**src/rtl/ejector_pkg.sv**
```systemverilog
// Shared definitions for the router ejection stage: address field slices,
// port direction indices and the flit record.
package ejector_pkg;
   localparam int ADDR_W    = 6;
   localparam int ROW_MSB   = 5;
   localparam int ROW_LSB   = 3;
   localparam int COL_MSB   = 2;
   localparam int COL_LSB   = 0;
   localparam int NUM_PORTS = 4;

   localparam int DIR_E = 0;
   localparam int DIR_W = 1;
   localparam int DIR_N = 2;
   localparam int DIR_S = 3;
   localparam int DIR_L = 4;

   localparam int FLIT_DATA_W = 16;

   typedef struct packed {
      logic [ADDR_W-1:0]      addr;
      logic [FLIT_DATA_W-1:0] data;
   } flit_t;

   function automatic logic addr_match(input logic [ADDR_W-1:0] a,
                                       input logic [2:0] row,
                                       input logic [2:0] col);
      return (a[ROW_MSB:ROW_LSB] == row) && (a[COL_MSB:COL_LSB] == col);
   endfunction
endpackage

```
**src/rtl/eject_fifo.sv**
```systemverilog
// First-word-fall-through FIFO holding flits ejected to the local core.
module eject_fifo #(
   parameter int WIDTH = 22,
   parameter int DEPTH = 4,
   localparam int AW = $clog2(DEPTH),
   localparam int CW = AW + 1
) (
   input  logic             clk,
   input  logic             rst_n,
   input  logic             push,
   input  logic             pop,
   input  logic [WIDTH-1:0] wdata,
   output logic [WIDTH-1:0] rdata,
   output logic             full,
   output logic             empty,
   output logic [CW-1:0]    count
);
   logic [WIDTH-1:0] mem [DEPTH];
   logic [AW-1:0]    rptr, wptr;
   logic             do_push, do_pop;
   logic [CW-1:0]    count_next;

   assign empty   = (count == '0);
   assign do_pop  = pop & ~empty;
   // a full FIFO still takes a push when the head leaves in the same cycle
   assign do_push = push & (~full | do_pop);
   assign rdata   = mem[rptr];

   always_comb begin
      count_next = count + CW'(do_push) - CW'(do_pop);
   end

   always_ff @(posedge clk) begin
      if (do_push) mem[wptr] <= wdata;
   end

   always_ff @(posedge clk or negedge rst_n) begin
      if (!rst_n) begin
         rptr  <= '0;
         wptr  <= '0;
         count <= '0;
         full  <= 1'b0;
      end else begin
         if (do_push) wptr <= wptr + AW'(1);
         if (do_pop)  rptr <= rptr + AW'(1);
         count <= count_next;
         full  <= (count_next == CW'(DEPTH));
      end
   end
endmodule

```
**src/rtl/ejector.sv**
```systemverilog
// Router input-stage ejector: removes at most one flit per cycle addressed to
// this node (round-robin E,W,N,S) and forwards the remaining slots.
module ejector
   import ejector_pkg::*;
#(
   parameter logic [2:0] LOCAL_ROW = 3'd4,
   parameter logic [2:0] LOCAL_COL = 3'd4,
   parameter int DATA_W = 16,
   parameter int FIFO_DEPTH = 4
) (
   input  logic              clk,
   input  logic              rst_n,
   input  logic [5:0]        northad, southad, eastad, westad,
   input  logic              north_valid, south_valid, east_valid, west_valid,
   input  logic [DATA_W-1:0] north_data, south_data, east_data, west_data,
   output logic [5:0]        nad, sad, ead, wad,
   output logic              n_valid, s_valid, e_valid, w_valid,
   output logic [DATA_W-1:0] n_data, s_data, e_data, w_data,
   output logic              local_valid,
   output logic [5:0]        local_ad,
   output logic [DATA_W-1:0] local_data,
   input  logic              local_ready,
   output logic [3:0]        eject_port,
   output logic              fifo_full
);
   localparam int CW = $clog2(FIFO_DEPTH) + 1;

   logic [NUM_PORTS-1:0]             in_v, match, grant;
   logic [NUM_PORTS-1:0][5:0]        in_a, fwd_a;
   logic [NUM_PORTS-1:0][DATA_W-1:0] in_d, fwd_d;
   logic [NUM_PORTS-1:0]             fwd_v;
   logic [1:0]                       rr_ptr, idx, win_idx;
   logic                             found, pop, can_accept, empty;
   logic [CW-1:0]                    count;
   logic [6+DATA_W-1:0]              head;

   assign in_v = {south_valid, north_valid, west_valid, east_valid};
   assign in_a = {southad, northad, westad, eastad};
   assign in_d = {south_data, north_data, west_data, east_data};

   always_comb begin
      for (int p = 0; p < NUM_PORTS; p++)
         match[p] = in_v[p] & addr_match(in_a[p], LOCAL_ROW, LOCAL_COL);
   end

   assign pop        = local_valid & local_ready;
   assign can_accept = (count < CW'(FIFO_DEPTH)) | pop;

   always_comb begin
      grant   = '0;
      found   = 1'b0;
      idx     = '0;
      win_idx = '0;
      for (int k = 0; k < NUM_PORTS; k++) begin
         idx = rr_ptr + 2'(k);
         if (!found && can_accept && match[idx]) begin
            grant[idx] = 1'b1;
            win_idx    = idx;
            found      = 1'b1;
         end
      end
   end

   always_ff @(posedge clk or negedge rst_n) begin
      if (!rst_n) begin
         rr_ptr     <= 2'(DIR_E);
         fwd_v      <= '0;
         fwd_a      <= '0;
         fwd_d      <= '0;
         eject_port <= '0;
      end else begin
         if (found) rr_ptr <= win_idx + 2'd1;
         fwd_v      <= in_v & ~grant;
         fwd_a      <= in_a;
         fwd_d      <= in_d;
         eject_port <= grant;
      end
   end

   eject_fifo #(.WIDTH(6 + DATA_W), .DEPTH(FIFO_DEPTH)) u_fifo (
      .clk   (clk),
      .rst_n (rst_n),
      .push  (found),
      .pop   (pop),
      .wdata ({in_a[win_idx], in_d[win_idx]}),
      .rdata (head),
      .full  (fifo_full),
      .empty (empty),
      .count (count)
   );

   assign local_valid = ~empty;
   assign local_ad    = head[6+DATA_W-1:DATA_W];
   assign local_data  = head[DATA_W-1:0];

   assign {s_valid, n_valid, w_valid, e_valid} = fwd_v;
   assign ead = fwd_a[DIR_E];
   assign wad = fwd_a[DIR_W];
   assign nad = fwd_a[DIR_N];
   assign sad = fwd_a[DIR_S];
   assign e_data = fwd_d[DIR_E];
   assign w_data = fwd_d[DIR_W];
   assign n_data = fwd_d[DIR_N];
   assign s_data = fwd_d[DIR_S];
endmodule

```
**config.mk**
```make
export PLATFORM = sky130hd
export DESIGN_NAME = ejector
export DESIGN_NICKNAME = d
export VERILOG_FILES = /design/src/rtl/ejector_pkg.sv /design/src/rtl/eject_fifo.sv /design/src/rtl/ejector.sv
export SDC_FILE = /design/constraint.sdc
export NUM_CORES = 1
export LEC_CHECK = 0
export ABC_CLOCK_PERIOD_IN_PS = 3200
export BUFFER_PORTS_ARGS = -buffer_cell sky130_fd_sc_hd__buf_2
export CORE_ASPECT_RATIO = 0.9
export CORE_MARGIN = 3
export CORE_UTILIZATION = 44
export DETAILED_ROUTE_END_ITERATION = 12
export PLACE_DENSITY = 0.66
export SYNTH_ARGS = -nofsm -noshare
export SYNTH_HDL_FRONTEND = slang
export SYNTH_SLANG_ARGS = --single-unit
```
**constraint.sdc**
```tcl
create_clock -name clk -period 3.2 [get_ports clk]
set_clock_uncertainty 0.1 [all_clocks]
set_input_delay 0.64 -clock clk [delete_from_list [all_inputs] [get_ports clk]]
set_output_delay 0.64 -clock clk [all_outputs]
set_load 0.02 [all_outputs]
```
==> out/qor.yml <==
synthesis:
  synthSimpleGateAreaFrac_pct: 5.68
  synthMuxAreaShare_pct: 14.8
  yosys.area_share.adder_pct: 2.02
  synth_xor_area_share_pct: 0.608
  yosysUniqueCellTypes: 39
  syn-num-nets: 503
  synth_top_family_by_area: "multiplexers"
  yosysSeqAreaShare_pct: 73.6
  synth_top_area_cell: "dfrtp_1"
  synthesis.area_mm2: 0.00720
  synth.ff_latch_count: 194
  synth_top_area_share_pct: 36.9
  ys.flop_type: "dfrtp_1"
  synth_area_per_cell_um2: 18.1
  async_flop_share_pct: 54.6
  syn_inst: 397
  yosysWarnings: 0
  synth_edf_count: 88
  synthTopCellsByArea: "dfrtp_1 37%, edfxtp_1 37%, mux4_2 7.8%"
  synth_compound_area_share_pct: 2.07
timing:
  setup_viol_count_final: 0
  fin_crit_sh_pct: 91.4
  slew_headroom_pct: 53.4
  tightest_slew_ps: 699
  report.final.slew_viol_count: 0
  hold_violations: 0
  period_needed_ps: 2930
  layout_setup_ws_ps: 274
  rsz0062_at_grt: "no"
  fin_hold_ws_ps: 151
  fmax_ghz: 0.342
drt:
  drtIter0Drc: 243
  wl_mm: 16.6
  avgViaCountPerCell: 5.19
  vias: 4426
  drc_errors: 0
  detail-route-antenna-nets: 0
  drt-pass1-iter-count: 6
  wl_per_cell_um: 19.4
setup_path:
  arrival_ps: 3170
  end_kind: "flop"
  crit_fanout: 4
  reg2regPathDepth: 9
  crit_chain: "buf_2 > and4bb_1 > and3_1 > nor2_1 > a31oi_1 > a21boi_1 > ha_1 > inv_1 > fa_1 > xnor2_1 > xnor2_1 > nor3b_1"
  critical_path_class: "input pin to flop"
  slowest_delay_ps: 370
  cp_common_cell: "xnor2_1"
  cp-start-kind: "input pin"
  crit_path_top_delay_cell: "fa_1"
  required_ps: 3440
finish:
  fin_cells: 852
  layout.cells.most_common_list: "213 x buf_2, 105 x dfrtp_1, 88 x edfxtp_1"
  antenna_cells: 0
  area.growth.synth_to_final_pct: 28.9
  multi_input_area_mm2: 0.00182
  layout-drive-gt1-share_pct: 45.5
  final_common_cell: "buf_2"
  n_fill_cell: 1258
  final_nets: 743
  ff_latch_area_mm2: 0.00530
place:
  globalplace.congestion: 0.860
  place_hpwl_mm: 12.1
  portBuffers: 214
  dp_cells: 820
  dp_slack_ps: -55.1
floorplanning:
  placement_rows: 43
  pin_count: 215
  core_area_mm2: 0.0157
  die_x_um: 141
  start_util_pct: 45.8
  die-area_mm2: 0.0179
  die_h_um: 127
cts:
  cts_buffers: 17
  clk_pin_slew_ps: 70
  clock_path_buffers: 2
  cts_resized: 0
  cts_hold_buf: 0
  cts_root_buffer: "clkbuf_16"
  cts.sinks: 194
  clk_latency_ps: 430
  cts_setup_buffers: 0
  cts-htree-levels: 4
  cts_tree: "done"
pwr:
  finalPower_mw: 6.58
  power.density_mw_per_mm2: 709
  power_leakage_nw: 4.33
  peakVddDrop_v: 0.000453
global_route:
  antenna_found_initial: 1
  track_usage_pct: 19.0
  overflow: 0
  grt_max_degree: 55
  grt_pass1_wl_mm: 25.7
  first_global_vias: 4704
flow_run:
  cap_violations: 0
outcome:
  outcome: "completed"
min_path:
  worstHoldPathType: "input pin to asynchronous set/reset pin"
cell type report:
class	count	area share (%)
tap	202	2.72
clock buffer	20	5.27
clock inverter	12	1.36
sequential	194	57.1
inverter	10	0.404
timing repair buffer	233	13.5
multi-input combinational	181	19.7
power by group:
part / internal [mW] / total (mW) / switching [mW]
sequential: 2.75 / 2.89 / 0.138
combinational: 0.646 / 1.53 / 0.883
clock: 1.21 / 2.16 / 0.942
through the flow:
step | utilization (%) | instance area [um2] | TNS [ps]
floorplan | - | 7200 | 0
CTS | 59.1 | 9280 | 0
finish | 59.1 | 9280 | 0
global placement | 55.2 | 8660 | 0
global route | 59.1 | 9280 | 0
detailed placement | 55.2 | 8660 | -55.1
layer usage:
metal / global-route usage (%) / part of all wire, %
met1: 24.5 / 41
met2: 30.8 / 50
met3: 6.62 / 7.4
met4: 5.64 / 1.7
met5: 0 / 0.042
cell usage after synthesis (all sizes together), types with 4 or more instances:
cell and count:
nand4 4, mux4 25, clkbuf 4, ha 10
nor2 9, and3 9, a22oi 4, and4bb 4
edfxtp 88, dfrtp 106, nand2 17, xnor2 5
mux2i 50, nand3 10, and4 6, buf 8
inv 10, and2 4
worst max-delay path, delay by kind of cell:
family / cells / cell delay, ps
compound gates: 2 / 530
simple gates: 4 / 890
xor+xnor: 2 / 360
fa+ha+maj: 2 / 590
buf+inv: 2 / 170
final timing paths:
check	endpoint	start	slack (ps)
max	u_fifo.full	northad[0]	270
max in group asynchronous	s_data[9]	rst_n	2100
min	sad[1]	rst_n	150
max reg2reg	u_fifo.mem[0][3]	rr_ptr[1]	430
min in group clk	n_data[15]	north_data[15]	220
min reg2reg	u_fifo.count[2]	u_fifo.count[1]	440
logic make-up (layout without fill, tap and decap cells):
family / count (synthesis) / after routing
AO/OA/AOI/OAI: 19 / 19
buffers and inverters: 22 / 275
adder cells (fa/ha/maj): 11 / 11
multiplexers: 75 / 75
flip-flops: 194 / 194
AND/OR/NAND/NOR: 71 / 71
XOR/XNOR: 5 / 5
flip-flops by register name, indices dropped and copies added, names as in the netlist:
name	cells
e_data	16
ead	6
eject_port	4
fwd_v	4
n_data	16
nad	6
rr_ptr	2
s_data	16
sad	6
u_fifo.count	3
u_fifo.full	1
u_fifo.mem	88
u_fifo.rptr	2
u_fifo.wptr	2
w_data	16
wad	6
(Power assumes the default switching activity.)
